File: config.mk
export PLATFORM = sky130hd
export DESIGN_NAME = muladd_dot_seq
export DESIGN_NICKNAME = d
export VERILOG_FILES = /design/src/rtl/muladd_dot_seq.sv
export SDC_FILE = /design/constraint.sdc
export NUM_CORES = 1
export LEC_CHECK = 0
export ABC_AREA = 0
export ABC_CLOCK_PERIOD_IN_PS = 3500
export CAP_MARGIN = 10
export CORE_MARGIN = 2
export CORE_UTILIZATION = 40
export CTS_CLUSTER_DIAMETER = 60
export DETAILED_ROUTE_END_ITERATION = 8
export PLACE_DENSITY = 0.95
export SLEW_MARGIN = 20
export SYNTH_ARGS = -nofsm -noshare
export SYNTH_HDL_FRONTEND = slang
export SYNTH_SLANG_ARGS = --single-unit
File: constraint.sdc
create_clock -name user_clk_i -period 3.5 [get_ports user_clk_i]
set_input_delay 0.525 -clock user_clk_i [delete_from_list [all_inputs] [get_ports user_clk_i]]
set_output_delay 0.525 -clock user_clk_i [all_outputs]
set_load 0.02 [all_outputs]
File: src/rtl/muladd_dot_seq.sv
// Sequencer driving one MULADD DSP BEL as an unsigned dot-product engine:
// clear accumulator, stream operand pairs, capture the final 20-bit sum.
module muladd_dot_seq #(
    parameter int unsigned LEN_W = 8
) (
    input  logic              user_clk_i,
    input  logic              clr_i,
    input  logic              start_i,
    input  logic [LEN_W-1:0]  len_i,
    output logic              busy_o,
    input  logic              op_valid_i,
    output logic              op_ready_o,
    input  logic [7:0]        op_a_i,
    input  logic [7:0]        op_b_i,
    output logic              res_valid_o,
    input  logic              res_ready_i,
    output logic [19:0]       res_data_o,
    output logic [7:0]        mac_a_o,
    output logic [7:0]        mac_b_o,
    output logic [19:0]       mac_c_o,
    output logic              mac_clr_o,
    output logic [5:0]        mac_cfg_o,
    input  logic [19:0]       mac_q_i
);

    localparam int unsigned OP_W  = 8;
    localparam int unsigned ACC_W = 20;
    localparam int unsigned CFG_W = 6;

    // Unregistered A/B/C, accumulator feeds adder, no sign extension, Q = accumulator.
    localparam logic [CFG_W-1:0] MAC_CFG = 6'b101000;

    typedef enum logic [2:0] {
        ST_IDLE  = 3'd0,
        ST_CLEAR = 3'd1,
        ST_RUN   = 3'd2,
        ST_DRAIN = 3'd3,
        ST_DONE  = 3'd4
    } state_e;

    state_e             state_q;
    logic [LEN_W-1:0]   remaining_q;
    logic [ACC_W-1:0]   res_data_q;
    logic               busy_q;
    logic               res_valid_q;

    logic               in_run;
    logic               beat;

    // A beat is only acknowledged outside reset, so an aborted job never consumes a pair.
    always_comb begin
        in_run = (state_q == ST_RUN);
        beat   = in_run && op_valid_i && !clr_i;
    end

    // Operands reach the BEL only on an accepted beat; otherwise zeros keep the sum frozen.
    always_comb begin
        op_ready_o = in_run && !clr_i;
        mac_a_o    = beat ? op_a_i : OP_W'(0);
        mac_b_o    = beat ? op_b_i : OP_W'(0);
        mac_clr_o  = clr_i || (state_q == ST_CLEAR);
        mac_c_o    = ACC_W'(0);
        mac_cfg_o  = MAC_CFG;
    end

    always_comb begin
        busy_o      = busy_q;
        res_valid_o = res_valid_q;
        res_data_o  = res_data_q;
    end

    // Job sequencing FSM with registered status flags and result.
    always_ff @(posedge user_clk_i) begin
        if (clr_i) begin
            state_q     <= ST_IDLE;
            remaining_q <= LEN_W'(0);
            res_data_q  <= ACC_W'(0);
            busy_q      <= 1'b0;
            res_valid_q <= 1'b0;
        end else begin
            case (state_q)
                ST_IDLE: begin
                    if (start_i) begin
                        remaining_q <= len_i;
                        busy_q      <= 1'b1;
                        state_q     <= ST_CLEAR;
                    end
                end
                ST_CLEAR: begin
                    if (remaining_q == LEN_W'(0)) begin
                        state_q <= ST_DRAIN;
                    end else begin
                        state_q <= ST_RUN;
                    end
                end
                ST_RUN: begin
                    if (beat) begin
                        remaining_q <= remaining_q - LEN_W'(1);
                        if (remaining_q == LEN_W'(1)) begin
                            state_q <= ST_DRAIN;
                        end
                    end
                end
                ST_DRAIN: begin
                    // Last product landed in the accumulator on the previous edge.
                    res_data_q  <= mac_q_i;
                    res_valid_q <= 1'b1;
                    state_q     <= ST_DONE;
                end
                ST_DONE: begin
                    if (res_ready_i) begin
                        res_valid_q <= 1'b0;
                        busy_q      <= 1'b0;
                        state_q     <= ST_IDLE;
                    end
                end
                default: begin
                    state_q     <= ST_IDLE;
                    busy_q      <= 1'b0;
                    res_valid_q <= 1'b0;
                end
            endcase
        end
    end

endmodule
==> results.cfg, run 1 <==
[detailed_routing]
wirelength_mm = 4.47
drc_errors = 0
drt_iter0_drc = 123
ant_nets = 0
drt_first_pass_iters = 5
vias = 1792
drt-wirelength-per-cell_um = 12.0
vias_per_cell = 4.82

[setup_path]
end_kind = primary output
path_class = register to primary output
cp.arrival_ns = 2.49
crit_path_start_kind = register
cp_data_required_time_ns = 2.97
path_max_fanout = 16

[global_route]
grt_overflow = 0
grt_pass1_vias = 1620
grt_first_pass_wirelength_mm = 7.15
grt_max_degree = 39
antenna_found_initial = 0
grt_use_total = 0.174

[power]
switching_share = 0.387
irDropWorstVdd_v = 0.000363
seq_power_share = 0.374
p_leak_nw = 1.01
power.density_mw_per_mm2 = 513
p_clk_frac = 0.196
p_int_w = 0.000846
p_comb_frac = 0.430
p_sw_w = 0.000533
power.total_w = 0.00138

[logic_synthesis]
synth-xor-area-share = 0.00481
synth_top_family_by_area = simple AND/OR/NAND/NOR gates
ys_types = 37
synth-seq-cells = 33
synth_top_area_cell = dfxtp_1
yosysSeqAreaShare = 0.363
synth_edf_count = 0
synthMuxAreaShare = 0
synthAdderAreaFrac = 0.0206
yosys_warnings = 0
synthCells = 238
avgSynthCellArea_um2 = 7.65
synthTopCellsByArea = dfxtp_1 36%, buf_4 11%, a21oi_1 9.1%
synth_top_flop_cell = dfxtp_1
post_synth_instance_area_mm2 = 0.00182
synth_compound_area_frac = 0.171
synthArstFlopShare = 0
synthSimpleGateAreaFrac = 0.278
netlist.area_leader.share = 0.363

[clocking]
clockBufferDepth = 2
clk_pin_slew_worst_paths_ns = 0.07
holdBufCountCts = 0
cts_tree = done
post-cts-setup-buffers = 0
cts.sinks = 33
cts_root_buffer = clkbuf_8
cts_max_level = 2
cts-resized-gates = 0
cts_buffers = 5
clk_latency_ns = 0.28

[layout]
drive_gt1_frac = 0.0406
n_fill_cell = 385
final_cell_mix = 88 x clkdlybuf4s50_1, 44 x nand2_1, 33 x a21oi_1, 33 x dfxtp_1, 26 x conb_1
nets = 371
finalCoreUtilization = 0.613
n_antenna_cell = 0
fin_cells = 372
syn_to_final_growth_pct = 47.5
final_common_cell = clkdlybuf4s50_1

[sta]
worst_pin_slew_ns = 0.739
tns_ns = 0
finClkSkew_ns = 0.00367
setup_viol = 0
finalMaxSlewViolations = 0
rsz0062_at_grt = no
finalCritPeriodShare = 0.861
maxSlewHeadroom = 0.507
hold_violations = 0
min_period_ns = 3.01
fmax_ghz = 0.332

[placed_design]
hpwl_mm = 3.44
gp_congestion = 0.834
dp_cells = 364
io_buffers = 88

[floorplanning]
die_height_um = 71.5
rows = 24
dieArea_mm2 = 0.00511
initial_core_util = 0.416
io_pins = 115
core_area_mm2 = 0.00438
die_w_um = 71.5

[worst_hold_path]
hold_path.class = register to register

[run_status]
status = complete, no violations

[run]
maxCapViolations = 0
## synth_stat cells (3+ instances only)
library cell  count
buf_4            27
nand2b_1          3
dfxtp_1          33
a21oi_1          33
ha_1              3
o21ai_0          10
buf_2             3
nor2b_1           3
a2bb2oi_1         3
nand2_1          44
and2_1           16
inv_1             5
nor2_1           11
nor3_1            6
clkbuf_1          8
## power groups by stage
stage               sequential [W]  combinational [W]  clock [W]
floorplan                 0.000517           0.000415          0
global route              0.000528           0.000650   0.000299
CTS                       0.000515           0.000593   0.000277
detailed placement        0.000523           0.000591          0
finish                    0.000516           0.000593   0.000271
global placement          0.000518           0.000575          0
## through the flow
stage               worst slack (ns)  hold slack [ns]  cell area [um^2]
CTS                            0.468            0.458              2690
floorplan                       1.44            0.451              1910
finish                         0.486            0.455              2690
global route                   0.335            0.484              2690
global placement               0.738            0.441              2600
detailed placement             0.722            0.449              2610
## flip-flops by register name, summed over array words and instances (netlist names)
register,cells
busy_o,1
remaining_q,8
res_data_o,20
res_valid_o,1
state_q,3
## critical path, cell delays in order, from the launching register on
cell and delay (ns):
dfxtp_1 0.54, or3b_1 0.46, nor3b_4 0.41, and2_1 0.19, clkdlybuf4s50_1 0.60
## routing by layer
layer | vias to the layer above | GRT usage | routed length (um)
met5 | - | 0 | 0
met4 | 0 | 0.0587 | 29
met3 | 2 | 0.0689 | 542
met2 | 96 | 0.309 | 2230
met1 | 792 | 0.189 | 1670
li1 | 902 | - | -
## cell families after synthesis
group / count (synthesis)
buffers and inverters: 45
and+or+nand+nor: 99
DFF: 33
xor gates and xnor gates: 1
adders and majority gates: 3
AOI/OAI and AO/OA: 55
other: 2
## final timing paths
kind / start / end / slack (ns) / cells past startpoint
worst max-delay path: state_q[1] / mac_a_o[6] / 0.49 / 4
worst min-delay path: res_data_o[13] / res_data_o[13] / 0.45 / 2
worst max register to register: state_q[1] / remaining_q[7] / 1.75 / 5
worst min register to register: res_data_o[13] / res_data_o[13] / 0.45 / 2
## cell type report
type	instances	area, um^2	area share
repair buffers	90	896	0.333
multi-input cells	184	965	0.359
clock inverters	2	10.0	0.00372
flip-flops and latches	33	661	0.246
well taps	52	65.1	0.0242
clock buffers	6	72.6	0.0270
inverters	5	18.8	0.00698
Note: power is estimated with default switching activity, not from simulation.
==> run 2: changes to the inputs <==
Settings changed: CORE_UTILIZATION 40 to 50, DONT_BUFFER_PORTS set to 1, HOLD_SLACK_MARGIN set to 0.12, PLACE_DENSITY 0.95 to 0.76.
==> results.cfg, run 2 (same netlist as run 1, synthesis figures left out) <==
[setup_path]
cp.arrival_ns = 2.15
startpoint = state_q[1]
cpPeakStageDelay_ns = 0.52
cp_data_required_time_ns = 2.97
end_kind = primary output
path_cells = or3b_1 -> buf_4 -> nor3b_4 -> and2_1
r2r_start = state_q[1]
path_class = register to primary output
slowest_stage = dfxtp_1
crit_path_start_kind = register
path_max_fanout = 16

[global_route]
grt_pass1_vias = 1288
grt_max_degree = 40
grt_use_total = 0.189
grt_first_pass_wirelength_mm = 6.04
antenna_found_initial = 0
grt_overflow = 0

[floorplanning]
die_w_um = 64.4
initial_core_util = 0.533
rows = 21
die_height_um = 64.4
core_area_mm2 = 0.00342
dieArea_mm2 = 0.00414
io_pins = 115

[layout]
final_cell_mix = 44 x nand2_1, 33 x a21oi_1, 33 x dfxtp_1, 26 x conb_1, 16 x and2_1
n_fill_cell = 344
seqCellArea_um2 = 661
finalCoreUtilization = 0.527
multi_input_area_um2 = 962
fin_cells = 278
final_common_cell = nand2_1
largest_reg_flops = 20
syn_to_final_growth_pct = -1.24
nets = 283
n_antenna_cell = 0
drive_gt1_frac = 0.0517

[sta]
rsz0062_at_grt = no
finalMaxSlewViolations = 0
maxSlewHeadroom = 0.516
worst_pin_slew_ns = 0.719
tns_ns = 0
setup_viol = 0
fmax_ghz = 0.374
finClkSkew_ns = 0.00313
min_period_ns = 2.67
finalCritPeriodShare = 0.764
hold_violations = 0

[placed_design]
dp_cells = 270
gp_congestion = 0.836
io_buffers = 0
hpwl_mm = 2.91

[worst_hold_path]
hold_path.class = input port to register
hp-start = clr_i

[clocking]
cts_tree = done
clk_pin_slew_worst_paths_ns = 0.10
cts_root_buffer = clkbuf_4
clk_latency_ns = 0.34
cts.sinks = 33
post-cts-setup-buffers = 0
holdBufCountCts = 0
cts-resized-gates = 0
clockBufferDepth = 2
cts_buffers = 5
cts_max_level = 2

[detailed_routing]
drt-wirelength-per-cell_um = 14.3
drc_errors = 0
drt_first_pass_iters = 4
wirelength_mm = 3.97
drt_iter0_drc = 38
ant_nets = 0
vias = 1473
vias_per_cell = 5.30

[power]
p_leak_nw = 0.683
irDropWorstVdd_v = 0.000413
power.density_mw_per_mm2 = 706

[run_status]
status = complete, no violations

[run]
maxCapViolations = 0
run 2: cell types whose count changed in the layout (fill, tap and decap cells not counted), sizes merged:
cell / previous run / this run
clkbuf: 6 / 7
clkdlybuf4s50: 88 / 0
bufinv: 0 / 1
clkinv: 2 / 0
run 2: report_power, final:
group / leakage, nW / switching, W / internal [W] / total, W
Combinational: 0.369 / 0.000261 / 0.000158 / 0.000419
Clock: 0.0455 / 0.000132 / 0.000170 / 0.000303
Sequential: 0.268 / 0.000108 / 0.000440 / 0.000548
Total: 0.683 / 0.000501 / 0.000768 / 0.00127
run 2: final timing paths:
path / depth (start not counted) / to / slack, ns
min: 1 / remaining_q[2] / 0.25
max reg2reg: 4 / remaining_q[2] / 1.86
min reg2reg: 2 / remaining_q[1] / 0.49
max: 4 / mac_b_o[0] / 0.83
run 2: stage by stage:
stage          hold WS (ns)  instance area (um^2)  setup WS [ns]  power (W)
3_3_place_gp          0.464                  1710           1.23   0.000961
4_1_cts               0.232                  1800          0.802    0.00127
6_report              0.245                  1800          0.827    0.00127
3_5_place_dp          0.477                  1710           1.18   0.000971
5_1_grt               0.231                  1800          0.669    0.00135
2_1_floorplan         0.451                  1910           1.44   0.000932
run 2: metal layers:
| layer | vias to the layer above | global-route usage | part of all wire |
|---|---|---|---|
| li1 | 723 | - | - |
| met1 | 667 | 0.220 | 0.41 |
| met5 | - | 0 | 0 |
| met2 | 77 | 0.327 | 0.50 |
| met3 | 6 | 0.0528 | 0.075 |
| met4 | 0 | 0.0718 | 0.016 |
run 2: final cells by class:
cell class	instances	area share
Tap cell	46	0.0320
Timing Repair Buffer	2	0.00834
Inverter	5	0.0104
Multi-Input combinational cell	184	0.535
Clock inverter	1	0.0167
Sequential cell	33	0.367
Clock buffer	7	0.0306
run 2: worst max-delay path: cells and delay by family, from the launching register on:
kind | cells | cell delay, ns
simple gates | 3 | 1.08
flops | 1 | 0.52
buf+inv | 1 | 0.20
